--- config.mk ---
export PLATFORM = sky130hd
export DESIGN_NAME = dcsk_tx_feeder
export DESIGN_NICKNAME = d
export VERILOG_FILES = /design/src/rtl/modem_pkg.sv /design/src/rtl/spreading_factors_pkg.sv /design/src/rtl/dcsk_word_fifo.sv /design/src/rtl/dcsk_tx_feeder.sv
export SDC_FILE = /design/constraint.sdc
export NUM_CORES = 1
export LEC_CHECK = 0
export ABC_CLOCK_PERIOD_IN_PS = 3450
export CORE_MARGIN = 2
export CORE_UTILIZATION = 40
export DETAILED_ROUTE_END_ITERATION = 10
export PLACE_DENSITY = 0.57
export SYNTH_ARGS = -nofsm -noshare
export SYNTH_HDL_FRONTEND = slang
export SYNTH_SLANG_ARGS = --single-unit
--- constraint.sdc ---
create_clock -name i_clk -period 3.45 [get_ports i_clk]
set_input_delay 0.8625 -clock i_clk [delete_from_list [all_inputs] [get_ports i_clk]]
set_output_delay 0.8625 -clock i_clk [all_outputs]
set_load 0.05 [all_outputs]
--- src/rtl/modem_pkg.sv ---
// Modem-level constants and the message-feeder state encoding.
package modem_pkg;

   localparam int FEEDER_DEPTH         = 4;
   localparam int FEEDER_GAP_CYCLES    = 2;
   localparam int FEEDER_START_TIMEOUT = 8;
   localparam int FEEDER_CNT_W         = 16;

   typedef enum logic [2:0] {
      IDLE       = 3'd0,
      START      = 3'd1,
      WAIT_START = 3'd2,
      WAIT_DONE  = 3'd3,
      GAP        = 3'd4
   } feeder_state_t;

endpackage

--- src/rtl/spreading_factors_pkg.sv ---
// Spreading-factor encoding shared by the DCSK transmitter and its feeders.
package spreading_factors_pkg;

   typedef enum logic [1:0] {
      SF4  = 2'd0,
      SF8  = 2'd1,
      SF16 = 2'd2,
      SF32 = 2'd3
   } sf_t;

endpackage

--- src/rtl/dcsk_word_fifo.sv ---
// Small synchronous FIFO with a read-ahead head word and a registered count.
// A push while full is refused even if a pop happens in the same cycle.
module dcsk_word_fifo #(
   parameter int DEPTH = 4,
   parameter int WIDTH = 34
) (
   input  logic                       i_clk,
   input  logic                       i_rst,
   input  logic                       i_push,
   input  logic [WIDTH-1:0]           i_data,
   input  logic                       i_pop,
   output logic [WIDTH-1:0]           o_head,
   output logic                       o_full,
   output logic                       o_empty,
   output logic [$clog2(DEPTH):0]     o_count
);

   localparam int PTR_W = $clog2(DEPTH);

   logic [WIDTH-1:0] r_mem [DEPTH];
   logic [PTR_W-1:0] r_wr_ptr;
   logic [PTR_W-1:0] r_rd_ptr;
   logic [PTR_W:0]   r_count;
   logic             w_do_push;
   logic             w_do_pop;

   assign o_full    = (r_count == (PTR_W + 1)'(DEPTH));
   assign o_empty   = (r_count == '0);
   assign o_count   = r_count;
   assign o_head    = r_mem[r_rd_ptr];
   assign w_do_push = i_push && !o_full;
   assign w_do_pop  = i_pop && !o_empty;

   // Storage write; contents need no reset since the count gates every read.
   always_ff @(posedge i_clk) begin
      if (w_do_push) begin
         r_mem[r_wr_ptr] <= i_data;
      end
   end

   // Pointers wrap naturally because DEPTH is a power of two.
   always_ff @(posedge i_clk) begin
      if (i_rst) begin
         r_wr_ptr <= '0;
         r_rd_ptr <= '0;
         r_count  <= '0;
      end else begin
         if (w_do_push) r_wr_ptr <= r_wr_ptr + PTR_W'(1);
         if (w_do_pop)  r_rd_ptr <= r_rd_ptr + PTR_W'(1);
         case ({w_do_push, w_do_pop})
            2'b10:   r_count <= r_count + (PTR_W + 1)'(1);
            2'b01:   r_count <= r_count - (PTR_W + 1)'(1);
            default: r_count <= r_count;
         endcase
      end
   end

endmodule

--- src/rtl/dcsk_tx_feeder.sv ---
// Buffers upstream (word, sf) pairs and hands them one at a time to the DCSK
// transmitter, with a start watchdog and an enforced inter-message gap.
module dcsk_tx_feeder
   import modem_pkg::*;
   import spreading_factors_pkg::*;
#(
   parameter int DEPTH         = FEEDER_DEPTH,
   parameter int GAP_CYCLES    = FEEDER_GAP_CYCLES,
   parameter int START_TIMEOUT = FEEDER_START_TIMEOUT,
   parameter int CNT_W         = FEEDER_CNT_W
) (
   input  logic             i_clk,
   input  logic             i_rst,
   input  logic             i_valid,
   output logic             o_ready,
   input  logic [31:0]      i_word,
   input  sf_t              i_sf,
   output logic             o_send,
   output logic [31:0]      o_msg,
   output sf_t              o_sf,
   input  logic             i_is_sending,
   output logic             o_busy,
   output logic             o_err,
   output logic [CNT_W-1:0] o_sent_cnt,
   output logic [CNT_W-1:0] o_drop_cnt
);

   localparam int SF_W  = $bits(sf_t);
   localparam int FW    = 32 + SF_W;
   localparam int CW    = $clog2(DEPTH) + 1;
   localparam int TMO_W = (START_TIMEOUT < 2) ? 1 : $clog2(START_TIMEOUT + 1);
   localparam int GAP_W = (GAP_CYCLES < 2) ? 1 : $clog2(GAP_CYCLES + 1);

   feeder_state_t    r_state, w_state_next;
   logic             r_send, w_send_next;
   logic [31:0]      r_msg, w_msg_next;
   sf_t              r_sf, w_sf_next;
   logic             r_err, w_err_next;
   logic [CNT_W-1:0] r_sent, w_sent_next;
   logic [CNT_W-1:0] r_drop, w_drop_next;
   logic [TMO_W-1:0] r_tmo, w_tmo_next;
   logic [GAP_W-1:0] r_gap, w_gap_next;
   logic             r_busy, w_busy_next;

   logic             w_push, w_pop;
   logic             w_full, w_empty;
   logic [FW-1:0]    w_head;
   logic [CW-1:0]    w_count, w_count_next;

   assign o_ready    = !w_full;
   assign w_push     = i_valid && !w_full;
   assign o_send     = r_send;
   assign o_msg      = r_msg;
   assign o_sf       = r_sf;
   assign o_err      = r_err;
   assign o_sent_cnt = r_sent;
   assign o_drop_cnt = r_drop;
   assign o_busy     = r_busy;

   dcsk_word_fifo #(
      .DEPTH (DEPTH),
      .WIDTH (FW)
   ) u_fifo (
      .i_clk   (i_clk),
      .i_rst   (i_rst),
      .i_push  (w_push),
      .i_data  ({i_sf, i_word}),
      .i_pop   (w_pop),
      .o_head  (w_head),
      .o_full  (w_full),
      .o_empty (w_empty),
      .o_count (w_count)
   );

   // Next-state, watchdog, gap and status-counter logic.
   always_comb begin
      w_state_next = r_state;
      w_pop        = 1'b0;
      w_send_next  = 1'b0;
      w_err_next   = 1'b0;
      w_msg_next   = r_msg;
      w_sf_next    = r_sf;
      w_tmo_next   = r_tmo;
      w_gap_next   = r_gap;
      w_sent_next  = r_sent;
      w_drop_next  = r_drop;
      case (r_state)
         IDLE: begin
            if (!w_empty) begin
               w_pop        = 1'b1;
               w_msg_next   = w_head[31:0];
               w_sf_next    = sf_t'(w_head[32 +: SF_W]);
               w_send_next  = 1'b1;
               w_state_next = START;
            end
         end
         START: begin
            w_tmo_next   = TMO_W'(START_TIMEOUT);
            w_state_next = WAIT_START;
         end
         WAIT_START: begin
            // A start seen on the expiry edge still wins over the watchdog.
            if (i_is_sending) begin
               w_state_next = WAIT_DONE;
            end else if (r_tmo <= TMO_W'(1)) begin
               w_err_next   = 1'b1;
               w_drop_next  = (r_drop == '1) ? r_drop : r_drop + CNT_W'(1);
               w_gap_next   = GAP_W'(GAP_CYCLES);
               w_state_next = (GAP_CYCLES == 0) ? IDLE : GAP;
            end else begin
               w_tmo_next = r_tmo - TMO_W'(1);
            end
         end
         WAIT_DONE: begin
            if (!i_is_sending) begin
               w_sent_next  = (r_sent == '1) ? r_sent : r_sent + CNT_W'(1);
               w_gap_next   = GAP_W'(GAP_CYCLES);
               w_state_next = (GAP_CYCLES == 0) ? IDLE : GAP;
            end
         end
         GAP: begin
            if (r_gap <= GAP_W'(1)) begin
               w_state_next = IDLE;
            end else begin
               w_gap_next = r_gap - GAP_W'(1);
            end
         end
         default: w_state_next = IDLE;
      endcase
      w_count_next = w_count + CW'(w_push) - CW'(w_pop);
      w_busy_next  = (w_state_next != IDLE) || (w_count_next != '0);
   end

   // State and output registers; reset drops any in-flight word uncounted.
   always_ff @(posedge i_clk) begin
      if (i_rst) begin
         r_state <= IDLE;
         r_send  <= 1'b0;
         r_msg   <= '0;
         r_sf    <= SF4;
         r_err   <= 1'b0;
         r_sent  <= '0;
         r_drop  <= '0;
         r_tmo   <= '0;
         r_gap   <= '0;
         r_busy  <= 1'b0;
      end else begin
         r_state <= w_state_next;
         r_send  <= w_send_next;
         r_msg   <= w_msg_next;
         r_sf    <= w_sf_next;
         r_err   <= w_err_next;
         r_sent  <= w_sent_next;
         r_drop  <= w_drop_next;
         r_tmo   <= w_tmo_next;
         r_gap   <= w_gap_next;
         r_busy  <= w_busy_next;
      end
   end

endmodule

==> After elaboration in Yosys (flattened, before gate mapping) <==
Memory sizes are Yosys's and may differ from the RTL's. A register that Yosys moved wholly into a read port is not among the register bits.
Cells that the tools add are included.
{ "classes": {"n_lt_le_gt_ge": 2, "reduce_logical": 19, "multipliers": 0, "addsub": 10, "n_mux": 20, "eq_ne": 14, "div": 0, "bitwise": 5, "n_shift": 0} }
{ "ops": {"columns": ["op", "n"], "rows": [
  ["$add A16 B1 Y16 const B", 2],
  ["$eq A16 B16 Y1 const B", 2],
  ["$mux W3", 5],
  ["$pmux W3 S5", 1],
  ["$ne A2 B2 Y1 const B", 5],
  ["$reduce_bool A3 Y1", 3],
  ["$mux W2", 4],
  ["$mux W4", 2],
  ["$pmux W4 S2", 1],
  ["$eq A3 B2 Y1 const B", 2],
  ["$eq A3 B3 Y1 const B", 2],
  ["$logic_not A3 Y1", 2],
  ["$pmux W2 S3", 1],
  ["$pmux W3 S2", 1],
  ["$reduce_and A3 Y1", 2],
  ["$mux W1", 5],
  ["$not A1 Y1", 5],
  ["$reduce_and A5 Y1", 1],
  ["$add A2 B1 Y2 const B", 2],
  ["$le A4 B1 Y1 const B", 1],
  ["$reduce_and A4 Y1", 1],
  ["$reduce_bool A2 Y1", 2],
  ["$sub A4 B1 Y4 const B", 1],
  ["$add A3 B1 Y3", 1],
  ["other kinds (13)", 16]
]} }
{ "word_totals": {"n_memories": 1, "in_bits": 38, "latchBits": 0, "mem_bits_rw": 136, "ff_bits": 51, "output_inout_bits": 70, "mem_bits_ro": 0, "wordCells": 82} }
{ "mem_list": {"columns": ["memory", "depth", "width", "rd", "rd_ports_with_merged_regs", "wr", "line_no", "rtl"], "rows": [
  ["u_fifo.r_mem", 4, 34, 1, 1, 1, "dcsk_word_fifo.sv:20", "logic [WIDTH-1:0] r_mem [DEPTH];"]
]} }

==> Longest topological paths before layout <==
{ "logic_depth": {"word_depth": 7, "mapped_depth": 13, "mapped_depth_nobuf": 10} }

==> Modules after synthesis <==
From an unflattened synthesis, not the netlist that was laid out.
{ "unflattened": {"hier_cells": 636, "area_unflattened_um2": 8798.4} }
{ "by_module_without_submodules": {"columns": ["module", "area_per_inst_um2", "instances", "seq_area_each_um2", "cells_per_inst"], "rows": [
  ["dcsk_word_fifo", 5442.7, 1, 4264.1, 232],
  ["dcsk_tx_feeder", 3355.7, 1, 1561.5, 404]
]} }

==> Worst setup path after synthesis <==
Ideal clock, no wire load.
{ "synth_timing": {"kind": "register -> register", "from": "register r_state[0]", "to": "register r_busy (netlist: o_busy)", "setup_ns": 0.138, "slack_ns": 0.573, "required_time_ns": 3.312, "synth_period_minus_slack_ns": 2.877, "n_path_buf": 3, "stages_incl_launch_ff": 14, "t_arrival_ns": 2.739, "cell_sequence": "dfxtp_1 > clkbuf_1 > nor3_1 > nand2b_1 > clkbuf_1 > inv_2 > buf_1 > ha_1 > inv_1 > ha_1 > fa_1 > xnor2_1 > xnor2_1 > a41oi_1"} }
{ "synth_via": {"elab_chain_cells": 5, "elab_cells_between_ends": 16, "classes_between": "add/sub: 1; eq/ne: 4; mux: 7; reduce/logical: 4"} }
{ "synth_rtl": {"columns": ["element", "line_no", "rtl"], "rows": [
  ["start, declared", "dcsk_tx_feeder.sv:34", "feeder_state_t r_state, w_state_next;"],
  ["start signal, assigned", "dcsk_tx_feeder.sv:148", "r_state <= w_state_next;"],
  ["$logic_not A3 Y1", "dcsk_tx_feeder.sv:87", "case (r_state)"],
  ["$mux W1", "dcsk_tx_feeder.sv:87", null],
  ["via u_fifo.i_pop", "dcsk_word_fifo.sv:11", "input logic i_pop,"],
  ["$sub A3 B1 Y3", "dcsk_tx_feeder.sv:130", "w_count_next = w_count + CW'(w_push) - CW'(w_pop);"],
  ["$reduce_bool A3 Y1", "dcsk_tx_feeder.sv:131", "w_busy_next = (w_state_next != IDLE) || (w_count_next != '0);"],
  ["$logic_or A1 B1 Y1", "dcsk_tx_feeder.sv:131", null],
  ["end signal, assigned", "dcsk_tx_feeder.sv:157", "r_busy <= w_busy_next;"],
  ["end, declared", "dcsk_tx_feeder.sv:43", "logic r_busy, w_busy_next;"]
]} }
The timed path passes the listed nets, and every way through them passes these cells.
A chain may end at the register's enable or synchronous reset.

==> Final worst setup path <==
{ "layout_timing": {"from": "register u_fifo.r_count[2] (netlist: u_fifo.o_count[2])", "to": "output port o_ready"} }
{ "layout_via": {"elab_chain_cells": 2} }
{ "layout_rtl": {"columns": ["element", "line_no", "rtl"], "rows": [
  ["start, declared", "dcsk_word_fifo.sv:23", "logic [PTR_W:0] r_count;"],
  ["start signal, assigned", "dcsk_word_fifo.sv:51", "2'b10: r_count <= r_count + (PTR_W + 1)'(1);"],
  ["start signal, assigned", "dcsk_word_fifo.sv:52", "2'b01: r_count <= r_count - (PTR_W + 1)'(1);"],
  ["start signal, assigned", "dcsk_word_fifo.sv:53", "default: r_count <= r_count;"],
  ["$eq A3 B3 Y1", "dcsk_word_fifo.sv:27", "assign o_full = (r_count == (PTR_W + 1)'(DEPTH));"],
  ["$logic_not A1 Y1", "dcsk_tx_feeder.sv:50", "assign o_ready = !w_full;"],
  ["end, declared", "dcsk_tx_feeder.sv:15", "output logic o_ready,"]
]} }
No other way between the ends.

==> flow_summary.toml <==
[outcome]
status = "finished clean"

[timing]
period_share = 0.859
min_period_ps = 2960
rsz0062_at_grt = "false"
max_freq_ghz = 0.338
fin_skew_ps = 8.79
tns_ps = 0
slew_viol_final = 0
setup_viol = 0
worstMarginPinSlew_ps = 996
hold_violations = 0
slew_headroom = 0.336

[floorplan]
start_util = 0.405
die_width_microns = 152
core-area_sq_mm = 0.0217
chipHeight_microns = 152
dieArea_sq_mm = 0.0231
pin_count = 108
fp-row-count = 54

[power_and_ir_drop]
p_sw_frac = 0.335
p_per_area_mw_per_mm2 = 766
seqPwrFrac = 0.419
clockPowerShare = 0.284
netSwitchingPower_mw = 2.81
ir_worst_vdd_mv = 0.565
leakage_nw = 3.52
p_comb_frac = 0.298
p_int_mw = 5.57

[grt]
grt_usage = 0.159
grt_max_degree = 78
antenna_found_initial = 1
grt_pass1_vias = 5773
overflow = 0
grt_first_pass_wirelength_mm = 30.1

[detailed_routing]
drt_wl_total_mm = 18.5
dr.pass1.iters = 4
drtIter0Drc = 254
ant_nets = 0
via_per_inst = 5.38
via_count = 5661
wl_per_cell_microns = 17.6
drc = 0

[synth]
async_flop_share = 0
yosys_warnings = 0
post-synth-top-area-cell = "edfxtp_1"
mappedNetlistNets = 698
ys_seq_elements = 221
syn_area_sq_mm = 0.00878
yosysTopAreaCellShare = 0.465
netlist_top_cells_count = "136 x edfxtp_1, 85 x dfxtp_1, 85 x nand2_1"
synthCells = 647
avgSynthCellArea_sq_um = 13.6
synth_edf_count = 136
ys_top_cells_by_area = "edfxtp_1 47%, dfxtp_1 19%, mux4_2 8.7%"
synth_most_common_cell = "edfxtp_1"
ys.flop_type = "edfxtp_1"
ys_types = 49
synth_seq_area_share = 0.659

[cts]
clk_pin_slew_ps = 50
numClockSinks = 221
cts_buffers = 24
ctsResizeCount = 0
postCtsSetupBuffers = 0
clk_latency_ps = 510
clockRootBuffer = "clkbuf_16"
cts.path.max_buffers = 3
ctsHoldBuffers = 0
cts_tree = "built"
cts_max_level = 1

[placed_design]
numPortBuffers = 107
gp_congestion = 0.804
dp_hpwl_mm = 11.5

[cells_and_area]
fin_nets = 804
drive_above_1_share = 0.128
fin_util = 0.505
syn2layout_area_growth_pct = 24.7

[min_path]
min_from = "o_msg[16]"
hold_class = "reg2reg"
hold_end = "o_msg[16]"
holdPathStages = 2

[setup_path]
crit_arrival_ps = 2100
r2r_slack_ps = 800
worst_r2r_path_depth = 10
reg2reg_to = "o_busy"
critPathMaxFanout = 6
worstPathRequired_ps = 2590
cp-end-kind = "primary output"
path_class = "reg2out"
start_kind = "flop"
timing.rr.start = "u_fifo.o_count[2]"

[flow_run]
cap_violations = 0
-- sequential cells by signal, summed over array words and instances (netlist names) --
| register | flops |
|---|---|
| r_gap | 2 |
| u_fifo.r_mem | 136 |
| u_fifo.r_rd_ptr | 2 |
| o_send | 1 |
| o_busy | 1 |
| u_fifo.r_wr_ptr | 2 |
| o_sent_cnt | 16 |
| o_drop_cnt | 16 |
| r_tmo | 4 |
| o_msg | 32 |
| u_fifo.o_count | 3 |
| o_sf | 2 |
| r_state | 3 |
| o_err | 1 |
-- power by group through the flow --
stage | clock network, mW | registers (mW) | logic (mW)
4_1_cts | 2.45 | 3.52 | 2.54
6_report | 2.38 | 3.51 | 2.49
5_1_grt | 2.57 | 3.57 | 2.69
3_5_place_dp | 0 | 3.57 | 2.53
3_3_place_gp | 0 | 3.55 | 2.50
2_1_floorplan | 0 | 4.10 | 1.12
-- metal layers --
layer  up-vias  share of wire  global-route usage
met2       169           0.49               0.277
met3        28          0.064              0.0375
met1      2796           0.42               0.201
met5         -              0                   0
met4         0          0.023              0.0401
li1       2668              -                   -
-- worst max-delay path, stage by stage (launching register included) --
cell	delay (ps)
dfxtp_1	410
or3b_1	450
clkdlybuf4s50_1	740
-- cell usage in the layout (no fill, tap or decap), types with 9 or more instances in the layout --
cell and n:
edfxtp_1 136, clkbuf_16 24, nand4_1 9, o31ai_1 18
nand2_1 85, nand3_1 13, a21oi_1 62, nor2_1 21
inv_1 15, ha_1 11, mux4_2 34, dfxtp_1 83
or4_1 17, clkdlybuf4s50_1 106, nor3_1 9
-- stage by stage --
stage               total power [mW]  cells  hold WS [ps]  setup WS [ps]  cell area (sq um)
finish                          8.38   1052           451            488              10900
global route                    8.83   1052           478            426              10900
CTS                             8.51   1051           459            466              10900
detailed placement              6.10   1007           449            146              10200
global placement                6.05   1007           444            237              10200
floorplan                       5.22    647           469            573               8780
-- worst max-delay path by stage --
stage,startpoint,end,cells after the start
finish,u_fifo.o_count[2],o_ready,2
global route,u_fifo.o_count[2],o_ready,2
CTS,u_fifo.o_count[2],o_ready,2
detailed placement,i_is_sending,o_sent_cnt[15],5
global placement,i_valid,o_busy,10
floorplan,r_state[0],o_busy,13
-- area by class of cell --
cell class / count / area, sq um
repair buffers: 117 / 1210
clock buffers: 31 / 647
multi-input cells: 373 / 2790
clock inverters: 13 / 97.6
inverters: 16 / 60.1
diodes: 1 / 2.50
flip-flops and latches: 221 / 5790
fillers: 1848 / 10700
well taps: 280 / 350
-- cells by family after synthesis --
group / after synthesis / share of synthesized area
XOR/XNOR: 8 / 0.00798
AND/OR/NAND/NOR: 209 / 0.124
multiplexers: 43 / 0.0986
adder cells (fa/ha/maj): 13 / 0.0202
flip-flops: 221 / 0.659
buffers and inverters: 53 / 0.0237
AO/OA/AOI/OAI: 100 / 0.0660
(Power assumes the default switching activity.)
==> RTL change, RTL diff (config.mk and constraints unchanged) <==
Re-encode `feeder_state_t` (5 states) as one-hot, 5 bits wide.
--- a/src/rtl/modem_pkg.sv
+++ b/src/rtl/modem_pkg.sv
@@ -6,12 +6,12 @@
    localparam int FEEDER_START_TIMEOUT = 8;
    localparam int FEEDER_CNT_W         = 16;
 
-   typedef enum logic [2:0] {
-      IDLE       = 3'd0,
-      START      = 3'd1,
-      WAIT_START = 3'd2,
-      WAIT_DONE  = 3'd3,
-      GAP        = 3'd4
+   typedef enum logic [4:0] {
+      IDLE       = 5'b00001,
+      START      = 5'b00010,
+      WAIT_START = 5'b00100,
+      WAIT_DONE  = 5'b01000,
+      GAP        = 5'b10000
    } feeder_state_t;
 
 endpackage
Behaviour: same outputs for any inputs over 10 cycles, from zero or initial values and one cycle with i_rst high; not proved beyond that.
==> RTL change against the original RTL <==
Wire length decreased by 1.7%. Sequential share of layout area rose by 0.83 points. Critical endpoint unchanged. Cell area decreased by 0.87%. Critical path depth grew 1. Sequential cell count up 2. First-iteration DRC count increased by 14%. Total power shrank 0.97%. Area after synthesis fell by 0.83%. Worst setup slack improved by 0.023 ns.
==> RTL change: results (changes against the original RTL) <==
status completed; register area share after synthesis 66.9% (+1.0 points); Clock transition at path regs 0.06 ns; WL/cell 17.3 um (-1.4%); first-pass GRT wire length 29.1 mm (-3.1%); DRC viols 0 (unchanged); post-CTS setup buffers 0 (unchanged); async set-or-reset flop fraction in the synthesized netlist 0% (unchanged); skew final 0.0107 ns (+0.00190 ns); diode count 0 (-1); layout cells sized above 1 12.0% (-0.82 points); hpwl dp 11.6 mm (+0.88%); peak supply drop 0.589 mV (+4.3%); GP Congestion 0.800 (-0.48%); CTS Root Buffer Type clkbuf_16; Worst-Margin Slew 0.995 ns (-0.000871 ns); number of global-route vias before repair 5550 (-3.9%); cell family with most CP delay buffers and inverters; Worst-Skew Late Latency 0.51 ns (about the same); top cells by area, synth edfxtp_1 (47%), dfxtp_1 (20%), mux4_2 (8.8%); Via density 5.16 (-4.2%); # resized after CTS 0 (unchanged); Leak 0.00360 uW (+2.2%); worst hold path type register to register; Netlist cell types 49 (unchanged); initial antenna violation count 1 (unchanged); # fillers 1843 (-0.27%); cell at the slowest stage of the critical path clkdlybuf4s50_1; Synth Net Count 690 (-1.1%); pin count of the biggest net entering global routing 47 (-40%); largest register by flop count u_fifo.r_mem; CP max FO 6 (unchanged); critical path arrival 2.08 ns (-0.02 ns); Final #Nets 807 (+0.37%); Post-synth EDFFs 136 (unchanged); Crit path largest cell delay 0.89 ns (+0.15 ns); Post-synth top cells edfxtp_1 (136), dfxtp_1 (87), nand2_1 (83); drt first-iter violations 290 (+14%); Pins Over Slew Limit 0 (unchanged); gr usage total 16.3% (+0.39 points); max reg flops 136 (unchanged); router iterations before antenna repair 4 (unchanged); clock buffer depth 3 (unchanged)
RTL change: worst paths after layout:
kind	start	end	slack, ns	depth (start not counted)
max	u_fifo.o_count[1]	o_ready	0.51	3
min reg2reg	o_msg[27]	o_msg[27]	0.45	2
min	o_msg[27]	o_msg[27]	0.45	2
max reg2reg	u_fifo.o_count[1]	o_busy	0.84	12
RTL change: cells by family after synthesis:
kind of cell	after synthesis	synth area share, %
DFF	223	66.9
AOI/OAI and AO/OA	84	5.45
muxes	38	9.27
xor gates and xnor gates	28	2.82
adders and majority gates	13	2.04
and+or+nand+nor	209	11.5
buffers and inverters	44	1.97
RTL change: per-stage QoR:
stage                     utilization [%]  power, uW  cells  setup WS, ns  cell area [sq um]
after floorplan                         -       5230    639         0.579               8710
after global placement               47.8       6080   1005         0.234              10100
after detailed placement             47.8       6130   1005         0.144              10100
after CTS                            51.1       8440   1049         0.482              10800
after global routing                 51.1       8740   1049         0.405              10800
final                                51.1       8300   1049         0.511              10800
RTL change: metal layers:
layer / up-vias / share of wire (%) / wire (um) / track usage, %
met5: - / 0.077 / 14 / 0
met2: 125 / 50 / 9060 / 28.8
met1: 2646 / 42 / 7680 / 20.7
met4: 2 / 2.4 / 439 / 4.31
li1: 2600 / - / - / -
met3: 35 / 5.3 / 970 / 3.05
RTL change: area by class of cell:
class	count	area share, %
multi-input cells	372	25.1
inverters	16	0.554
flip-flops and latches	223	53.7
clock buffers	30	5.74
repair buffers	119	11.0
clock inverters	14	0.727
well taps	275	3.17
RTL change: worst reg2reg max path: cells and delay by family (launching register included):
| family | cells | cell delay, ns |
|---|---|---|
| and+or+nand+nor | 3 | 0.66 |
| DFF | 1 | 0.35 |
| AOI/OAI and AO/OA | 1 | 0.10 |
| buffers and inverters | 3 | 0.24 |
| xor gates and xnor gates | 2 | 0.28 |
| adders and majority gates | 3 | 0.87 |
RTL change: where the power goes:
part | internal, uW | leakage (uW) | switching [uW]
Sequential | 3270 | 0.00196 | 255
Combinational | 932 | 0.00130 | 1570
Clock | 1280 | 0.000349 | 986
Total | 5490 | 0.00360 | 2810
